**src/rtl/uart_rx_frame_if.sv**
```systemverilog
// UART receive frame bundle: serial line and frame options in, received word and status pulses out.
interface uart_rx_frame_if #(
   parameter int unsigned DATA_WIDTH = 8
);
   logic                  RX_IN;
   logic                  PAR_EN;
   logic                  PAR_TYP;
   logic [DATA_WIDTH-1:0] P_DATA;
   logic                  data_valid;
   logic                  par_err;
   logic                  stp_err;

   modport master (
      output RX_IN, PAR_EN, PAR_TYP,
      input  P_DATA, data_valid, par_err, stp_err
   );

   modport slave (
      input  RX_IN, PAR_EN, PAR_TYP,
      output P_DATA, data_valid, par_err, stp_err
   );
endinterface

```
**src/rtl/uart_rx_frame.sv**
```systemverilog
// UART receive frame engine: oversampled start detect, majority-vote bit sampling,
// LSB-first deserialization, optional parity check and stop-bit check.
module uart_rx_frame #(
   parameter int unsigned DATA_WIDTH = 8,
   parameter int unsigned OVERSAMPLE = 8
) (
   input logic             clk,
   input logic             rst,
   uart_rx_frame_if.slave  bus
);
   localparam int unsigned EW = $clog2(OVERSAMPLE);
   localparam int unsigned BW = (DATA_WIDTH > 1) ? $clog2(DATA_WIDTH) : 1;
   localparam int unsigned H  = OVERSAMPLE / 2;

   typedef enum logic [2:0] {
      S_IDLE, S_START, S_DATA, S_PARITY, S_STOP
   } state_e;

   state_e                state_q, state_d;
   logic [1:0]            sync_q, sync_d;
   logic [EW-1:0]         edge_q, edge_d;
   logic [BW-1:0]         bit_q, bit_d;
   logic [2:0]            samp_q, samp_d;
   logic [DATA_WIDTH-1:0] data_q, data_d;
   logic [DATA_WIDTH-1:0] p_data_q, p_data_d;
   logic                  par_en_q, par_en_d;
   logic                  par_typ_q, par_typ_d;
   logic                  par_bad_q, par_bad_d;
   logic                  valid_q, valid_d;
   logic                  par_err_q, par_err_d;
   logic                  stp_err_q, stp_err_d;

   logic rx_s;
   logic vote;
   logic decide;
   logic wrap;

   assign rx_s   = sync_q[1];
   assign vote   = (samp_q[0] & samp_q[1]) | (samp_q[0] & samp_q[2]) | (samp_q[1] & samp_q[2]);
   assign decide = (edge_q == EW'(H + 2));
   assign wrap   = (edge_q == EW'(OVERSAMPLE - 1));

   // Next-state and output computation; pulses default low every cycle.
   always_comb begin
      state_d   = state_q;
      sync_d    = {sync_q[0], bus.RX_IN};
      edge_d    = edge_q;
      bit_d     = bit_q;
      samp_d    = samp_q;
      data_d    = data_q;
      p_data_d  = p_data_q;
      par_en_d  = par_en_q;
      par_typ_d = par_typ_q;
      par_bad_d = par_bad_q;
      valid_d   = 1'b0;
      par_err_d = 1'b0;
      stp_err_d = 1'b0;

      if (edge_q == EW'(H - 1)) samp_d[0] = rx_s;
      if (edge_q == EW'(H))     samp_d[1] = rx_s;
      if (edge_q == EW'(H + 1)) samp_d[2] = rx_s;

      if (state_q != S_IDLE) edge_d = wrap ? '0 : edge_q + EW'(1);

      case (state_q)
         S_IDLE: begin
            if (!rx_s) begin
               state_d   = S_START;
               edge_d    = '0;
               bit_d     = '0;
               par_en_d  = bus.PAR_EN;
               par_typ_d = bus.PAR_TYP;
               par_bad_d = 1'b0;
            end
         end
         S_START: begin
            if (decide && vote) begin
               state_d = S_IDLE;
               edge_d  = '0;
            end else if (wrap) begin
               state_d = S_DATA;
            end
         end
         S_DATA: begin
            if (decide) data_d[bit_q] = vote;
            if (wrap) begin
               if (bit_q == BW'(DATA_WIDTH - 1)) begin
                  bit_d   = '0;
                  state_d = par_en_q ? S_PARITY : S_STOP;
               end else begin
                  bit_d = bit_q + BW'(1);
               end
            end
         end
         S_PARITY: begin
            if (decide) par_bad_d = (vote != ((^data_q) ^ par_typ_q));
            if (wrap)   state_d   = S_STOP;
         end
         S_STOP: begin
            // Return to idle at the decision point so a back-to-back start bit is not missed.
            if (decide) begin
               state_d   = S_IDLE;
               edge_d    = '0;
               stp_err_d = !vote;
               par_err_d = par_bad_q;
               if (vote && !par_bad_q) begin
                  valid_d  = 1'b1;
                  p_data_d = data_q;
               end
            end
         end
         default: begin
            state_d = S_IDLE;
            edge_d  = '0;
         end
      endcase
   end

   always_ff @(posedge clk or negedge rst) begin
      if (!rst) begin
         state_q   <= S_IDLE;
         sync_q    <= 2'b11;
         edge_q    <= '0;
         bit_q     <= '0;
         samp_q    <= '0;
         data_q    <= '0;
         p_data_q  <= '0;
         par_en_q  <= 1'b0;
         par_typ_q <= 1'b0;
         par_bad_q <= 1'b0;
         valid_q   <= 1'b0;
         par_err_q <= 1'b0;
         stp_err_q <= 1'b0;
      end else begin
         state_q   <= state_d;
         sync_q    <= sync_d;
         edge_q    <= edge_d;
         bit_q     <= bit_d;
         samp_q    <= samp_d;
         data_q    <= data_d;
         p_data_q  <= p_data_d;
         par_en_q  <= par_en_d;
         par_typ_q <= par_typ_d;
         par_bad_q <= par_bad_d;
         valid_q   <= valid_d;
         par_err_q <= par_err_d;
         stp_err_q <= stp_err_d;
      end
   end

   assign bus.P_DATA     = p_data_q;
   assign bus.data_valid = valid_q;
   assign bus.par_err    = par_err_q;
   assign bus.stp_err    = stp_err_q;
endmodule

```
**src/flat_wrapper.sv**
```systemverilog
// flat-port wrapper written by rule: the top's interface ports become plain ports
module uart_rx_frame_flat 
#(
   parameter int unsigned DATA_WIDTH = 8,
   parameter int unsigned OVERSAMPLE = 8
)
  (clk, rst, bus_RX_IN, bus_PAR_EN, bus_PAR_TYP, bus_P_DATA, bus_data_valid, bus_par_err, bus_stp_err);
  uart_rx_frame_if #(.DATA_WIDTH(DATA_WIDTH)) bus_i ();
  input logic clk;
  input logic rst;
  input wire logic [$bits(bus_i.RX_IN)-1:0] bus_RX_IN;
  input wire logic [$bits(bus_i.PAR_EN)-1:0] bus_PAR_EN;
  input wire logic [$bits(bus_i.PAR_TYP)-1:0] bus_PAR_TYP;
  output wire logic [$bits(bus_i.P_DATA)-1:0] bus_P_DATA;
  output wire logic [$bits(bus_i.data_valid)-1:0] bus_data_valid;
  output wire logic [$bits(bus_i.par_err)-1:0] bus_par_err;
  output wire logic [$bits(bus_i.stp_err)-1:0] bus_stp_err;
  assign bus_i.RX_IN = bus_RX_IN;
  assign bus_i.PAR_EN = bus_PAR_EN;
  assign bus_i.PAR_TYP = bus_PAR_TYP;
  assign bus_P_DATA = bus_i.P_DATA;
  assign bus_data_valid = bus_i.data_valid;
  assign bus_par_err = bus_i.par_err;
  assign bus_stp_err = bus_i.stp_err;
  uart_rx_frame #(.DATA_WIDTH(DATA_WIDTH), .OVERSAMPLE(OVERSAMPLE)) u_core (.clk(clk), .rst(rst), .bus(bus_i));
endmodule
```
**config.mk**
```make
export PLATFORM = sky130hd
export DESIGN_NAME = uart_rx_frame_flat
export DESIGN_NICKNAME = d
export VERILOG_FILES = /design/src/rtl/uart_rx_frame_if.sv /design/src/rtl/uart_rx_frame.sv /design/src/flat_wrapper.sv
export SDC_FILE = /design/constraint.sdc
export NUM_CORES = 1
export LEC_CHECK = 0
export BUFFER_PORTS_ARGS = -buffer_cell sky130_fd_sc_hd__buf_2
export CORE_AREA = 2 2 70 72
export CTS_CLUSTER_DIAMETER = 80
export DETAILED_ROUTE_END_ITERATION = 8
export DIE_AREA = 0 0 72 74
export HOLD_SLACK_MARGIN = 0.08
export RECOVER_POWER = 100
export SYNTH_ARGS = -nofsm -noshare
export SYNTH_HDL_FRONTEND = slang
export SYNTH_SLANG_ARGS = --single-unit
```
**constraint.sdc**
```tcl
create_clock -name clk -period 3.1 [get_ports clk]
set_input_delay 0.31 -clock clk [delete_from_list [all_inputs] [get_ports clk]]
set_output_delay 0.31 -clock clk [all_outputs]
set_load 0.005 [all_outputs]
```
# After elaboration in Yosys (flattened, before gate mapping)
# Cells that the tools add are included.
[totals] reg_bits=36 output_inout_bits=11
[classes] addsub=2 magnitude_cmp=2 n_eq_ne=18 muxes=32 bitwise_logic=7 reduce_logical=17
[ops] op="two-way mux 3 bit" n=16
[ops] op="== test 3 bit (second input constant)" n=6
[ops] op="case mux 3 bit (5 select lines)" n=1
[ops] op="case mux 3 bit (4 select lines)" n=1
[ops] op="two-way mux 1 bit" n=10
[ops] op="!= test 2 x 1 -> 1 bit (second input constant)" n=5
[ops] op="== test 3 x 2 -> 1 bit (second input constant)" n=3
[ops] op="AND reduction 3 bit" n=3
[ops] op="bitwise mux 8 bit" n=1
[ops] op="parity 8 bit" n=1
[ops] op="adder 3 x 1 -> 3 bit (second input constant)" n=2
[ops] op="case mux 3 bit (2 select lines)" n=1
[ops] op="AND reduction 6 bit" n=1
[ops] op="less-than comparator 3 x 4 -> 1 bit (second input constant)" n=1
[ops] op="AND reduction 2 bit" n=2
[ops] op="nonzero test 2 bit" n=2
[ops] op="AND 1 bit" n=3
[ops] op="demux 1 bit (select 3 bit)" n=1
[ops] op="== test 3 x 1 -> 1 bit (second input constant)" n=1
[ops] op="greater-or-equal comparator 3 x 1 -> 1 bit (second input constant)" n=1
[ops] op="logical AND 1 bit" n=3
[ops] op="logical NOT 3 bit" n=1
[ops] op="!= test 3 x 1 -> 1 bit (second input constant)" n=1
[ops] op="nonzero test 3 bit" n=1
[ops] op="8 further kinds" n=10

# Logic depth before layout (Yosys ltp)
[logic_depth] ltp_word=7 depth_mapped=7

# Worst setup path after synthesis
# Ideal clock, no wire load.
[synth_path] path_type="register to register" startpoint="reg u_core.edge_q[0]" endpoint="reg u_core.bit_q[0]" setup_ns=0.125 t_arrival_ns=1.678 slack_ns=1.297 path_stages_with_launch=7 n_path_buf=0 synth_period_minus_slack_ns=1.803 path_cell_list="dfrtp_1 ha_1 ha_1 and2_1 o21ai_0 nor4_1 mux2_2"
[synth_between] elab_chain_len=3
[synth_lines] element="start, declared" line_no="uart_rx_frame.sv:21" text="logic [EW-1:0] edge_q, edge_d;"
[synth_lines] element="start signal, assigned" line_no="uart_rx_frame.sv:137" text="edge_q <= edge_d;"
[synth_lines] element="== test 3 bit" line_no="uart_rx_frame.sv:41" text="assign wrap = (edge_q == EW'(OVERSAMPLE - 1));"
[synth_lines] element="!= test 2 x 1 -> 1 bit (no source line)"
[synth_lines] element="AND reduction 3 bit (no source line)"
[synth_lines] element="end signal, assigned" line_no="uart_rx_frame.sv:138" text="bit_q <= bit_d;"
[synth_lines] element="end, declared" line_no="uart_rx_frame.sv:22" text="logic [BW-1:0] bit_q, bit_d;"
# Every way passes these cells.
# A chain may end at the register's enable or synchronous reset.

# Final worst setup path
[layout_path] startpoint="reg u_core.state_q[0]" endpoint="reg u_core.p_data_q[6] (netlist: u_core.bus.P_DATA[6])"
[layout_between] elab_chain_len=2
[layout_lines] element="start, declared" line_no="uart_rx_frame.sv:19" text="state_e state_q, state_d;"
[layout_lines] element="start signal, assigned" line_no="uart_rx_frame.sv:135" text="state_q <= state_d;"
[layout_lines] element="== test 3 bit" line_no="uart_rx_frame.sv:65" text="case (state_q)"
[layout_lines] element="AND reduction 3 bit (no source line)"
[layout_lines] element="end signal, assigned" line_no="uart_rx_frame.sv:141" text="p_data_q <= p_data_d;"
[layout_lines] element="end, declared" line_no="uart_rx_frame.sv:25" text="logic [DATA_WIDTH-1:0] p_data_q, p_data_d;"
# Every way passes these cells.

==> results.toml <==
[run_status]
status = "finished, violations left"
violations = "max-capacitance violations, max-slew violations"

[layout]
nNetsFinal = 176
regArea_um2 = 903.4
areaGrowthSynthToFinish_pct = 9.614
fillers = 441
multi_input_area_um2 = 777.0
final_cell_area_um2 = 1954
antennaDiodeCount = 0
drive_gt1_frac = 0.2256

[synthesis]
async_flop_share = 1.000
ys_ff_latch = 36
synth_edf_count = 0
syn_inst = 148
avgSynthCellArea_um2 = 12.05
yosysSeqAreaShare = 0.5067
synthFlopType = "dfrtp_1"
synth_cell_type_count = 35
synth_area_um2 = 1783
synth_nets = 161
yosysWarnings = 0

[sta]
relSlewSlack = -0.2459
finalSetupViolations = 0
period_share = 0.6766
fin_setup_tns_ns = 0
min_period_ns = 2.098
worstMarginPinSlew_ns = 1.869
slew_viol_final = 37
hold_violations = 0
fmax_ghz = 0.4768
grt_setup_unrepaired = "no"
finClkSkew_ns = 0.005937

[global_routing]
antenna_found_initial = 0
grt_max_degree = 37
gr-total-overflow = 0
grt_pass1_wl_um = 5050
grt_pass1_vias = 1107
grt_usage = 0.1251

[setup_path]
crit_type = "flop to flop"
slowest_stage = "or3_1"
worstPathRequired_ns = 3.27
start_kind = "flop"
path_cells = "or3b_1 > or3_1 > mux2_1"
crit_start = "u_core.state_q[0]"
r2r_start = "u_core.state_q[0]"
crit_path_max_fanout = 16
critical_path.max_stage_delay_ns = 0.57
crit_path_end_kind = "flop"
cp_data_arrival_time_ns = 2.26

[floorplanning]
start_util = 0.3878
io_pins = 16
fp.dieArea_um2 = 5328
die_x_um = 72
core_area_um2 = 4598
die_h_um = 74
row_count = 25

[detailed_routing]
wl_per_cell_um = 13.37
drc = 0
num_vias = 1109
drtAntennaViolNets = 0
vias_per_cell = 5.087
drtIter0Drc = 49
dr.pass1.iters = 4
routed_wl_um = 2915

[placed_design]
portBuffers = 15
place_area_um2 = 1882
hpwlAfterDp_um = 2097
gp_congestion = 0.7980

[power_and_ir_drop]
total_leakage_power_nw = 0.9353
powerDensity_nw_per_um2 = 725.7
irDropWorstVdd_mv = 0.4159

[clock_network]
ctsResizeCount = 0
clock_sinks = 36
cts-htree-levels = 2
path_clk_slew_ns = 0.07
cts_made_buffers = 5
ctsHoldBuffers = 0
cts_root_buffer = "clkbuf_8"
clk_latency_ns = 0.28
cts_buffer_depth = 2
post_cts_buffers = 0
cts_tree = "done"

[flow_run]
drv_cap = 1

[hold_path]
hp-class = "primary input to flop"
hold_path.startpoint = "bus_RX_IN"
per-stage QoR:
step | total power, W | instances | hold slack [ns] | util | worst slack [ns]
floorplan | 0.0009505 | 148 | 0.01441 | - | 1.297
global route | 0.001528 | 218 | 0.09811 | 0.4250 | 0.8720
CTS | 0.001442 | 218 | 0.1102 | 0.4327 | 0.9929
detailed placement | 0.001036 | 210 | 0.3488 | 0.4093 | 1.007
global placement | 0.001019 | 210 | 0.3478 | 0.4093 | 1.060
finish | 0.001418 | 218 | 0.1227 | 0.4250 | 1.003
path summary, 6_finish.rpt:
check / endpoint / slack, ns / cells after the start
min: u_core.sync_q[0] / 0.12 / 1
min reg2reg: u_core.sync_q[1] / 0.36 / 0
min in group asynchronous: u_core.bus.P_DATA[6] / 0.54 / 1
max in group asynchronous: u_core.state_q[2] / 1.49 / 1
max: u_core.bus.P_DATA[6] / 1.00 / 3
max reg2reg: u_core.bus.P_DATA[6] / 1.00 / 3
cell usage in the layout (no fill, tap or decap), types with 2 or more instances in the layout:
cell type,count
a21oi_1,2
buf_2,13
clkbuf_1,3
clkbuf_8,5
dfrtp_1,34
dfstp_2,2
ha_1,8
inv_1,7
mux2_1,8
mux2_2,14
nand2_1,9
nand2b_1,2
nand3_1,4
nand3b_1,3
nor2_1,8
nor3_1,5
nor3b_1,4
nor4_1,2
o21ai_0,7
xnor2_1,7
sequential cells by signal, indices dropped and copies added (netlist names):
register and count:
u_core.bus.P_DATA 8, u_core.data_q 8, u_core.bit_q 3, u_core.edge_q 3
u_core.samp_q 3, u_core.state_q 3, u_core.sync_q 2, u_core.bus.data_valid 1
u_core.bus.par_err 1, u_core.bus.stp_err 1, u_core.par_bad_q 1, u_core.par_en_q 1
u_core.par_typ_q 1
synthesized netlist by cell type, types with 2 or more instances:
| library cell | instances | area share |
|---|---|---|
| and2_1 | 2 | 0.0070 |
| nand3b_1 | 3 | 0.013 |
| clkbuf_1 | 3 | 0.0063 |
| dfstp_2 | 2 | 0.029 |
| ha_1 | 8 | 0.056 |
| dfrtp_1 | 34 | 0.48 |
| nor3_1 | 5 | 0.014 |
| nor3b_1 | 4 | 0.017 |
| nor4_1 | 2 | 0.0070 |
| nor2_1 | 8 | 0.017 |
| xnor2_1 | 7 | 0.034 |
| inv_1 | 7 | 0.015 |
| nand3_1 | 4 | 0.011 |
| mux2_4 | 8 | 0.067 |
| a21oi_1 | 2 | 0.0056 |
| nand2_1 | 9 | 0.019 |
| o21ai_0 | 7 | 0.020 |
| nand2b_1 | 2 | 0.0070 |
| buf_6 | 2 | 0.013 |
| mux2_2 | 14 | 0.088 |
metal layers:
metal / track usage / wire length [um] / vias to the layer above
li1: - / - / 544
met1: 0.1458 / 1266 / 541
met2: 0.2150 / 1519 / 22
met3: 0.03659 / 107 / 2
met4: 0.05660 / 21 / 0
met5: 0 / 0 / -
cells by family (layout without fill, tap and decap cells):
group / count (synthesis) / after routing / synth area share
compound gates: 15 / 15 / 0.05334
xor+xnor: 8 / 8 / 0.04702
fa+ha+maj: 9 / 9 / 0.06176
buf+inv: 14 / 30 / 0.03929
flops: 36 / 36 / 0.5067
mux: 22 / 22 / 0.1558
simple gates: 44 / 44 / 0.1361
area by class of cell:
| cell class | count | area share |
|---|---|---|
| Sequential cell | 36 | 0.4622 |
| Multi-Input combinational cell | 98 | 0.3976 |
| Clock buffer | 6 | 0.03713 |
| Timing Repair Buffer | 15 | 0.03713 |
| Tap cell | 54 | 0.03457 |
| Clock inverter | 2 | 0.01793 |
| Inverter | 7 | 0.01344 |
power breakdown:
part | internal (W) | total, W | switching (W) | leakage [nW]
Combinational | 0.000179 | 0.000368 | 0.000189 | 0.407
Clock | 0.000238 | 0.000397 | 0.000158 | 0.0552
Sequential | 0.000556 | 0.000653 | 0.0000977 | 0.473
Total | 0.000974 | 0.00142 | 0.000445 | 0.935
worst max-delay path, delay by kind of cell, from the launching register on:
kind	cells	cell delay [ns]
DFF	1	0.53
muxes	1	0.39
and+or+nand+nor	2	1.06
No activity file was read; power rests on OpenSTA's default activity.
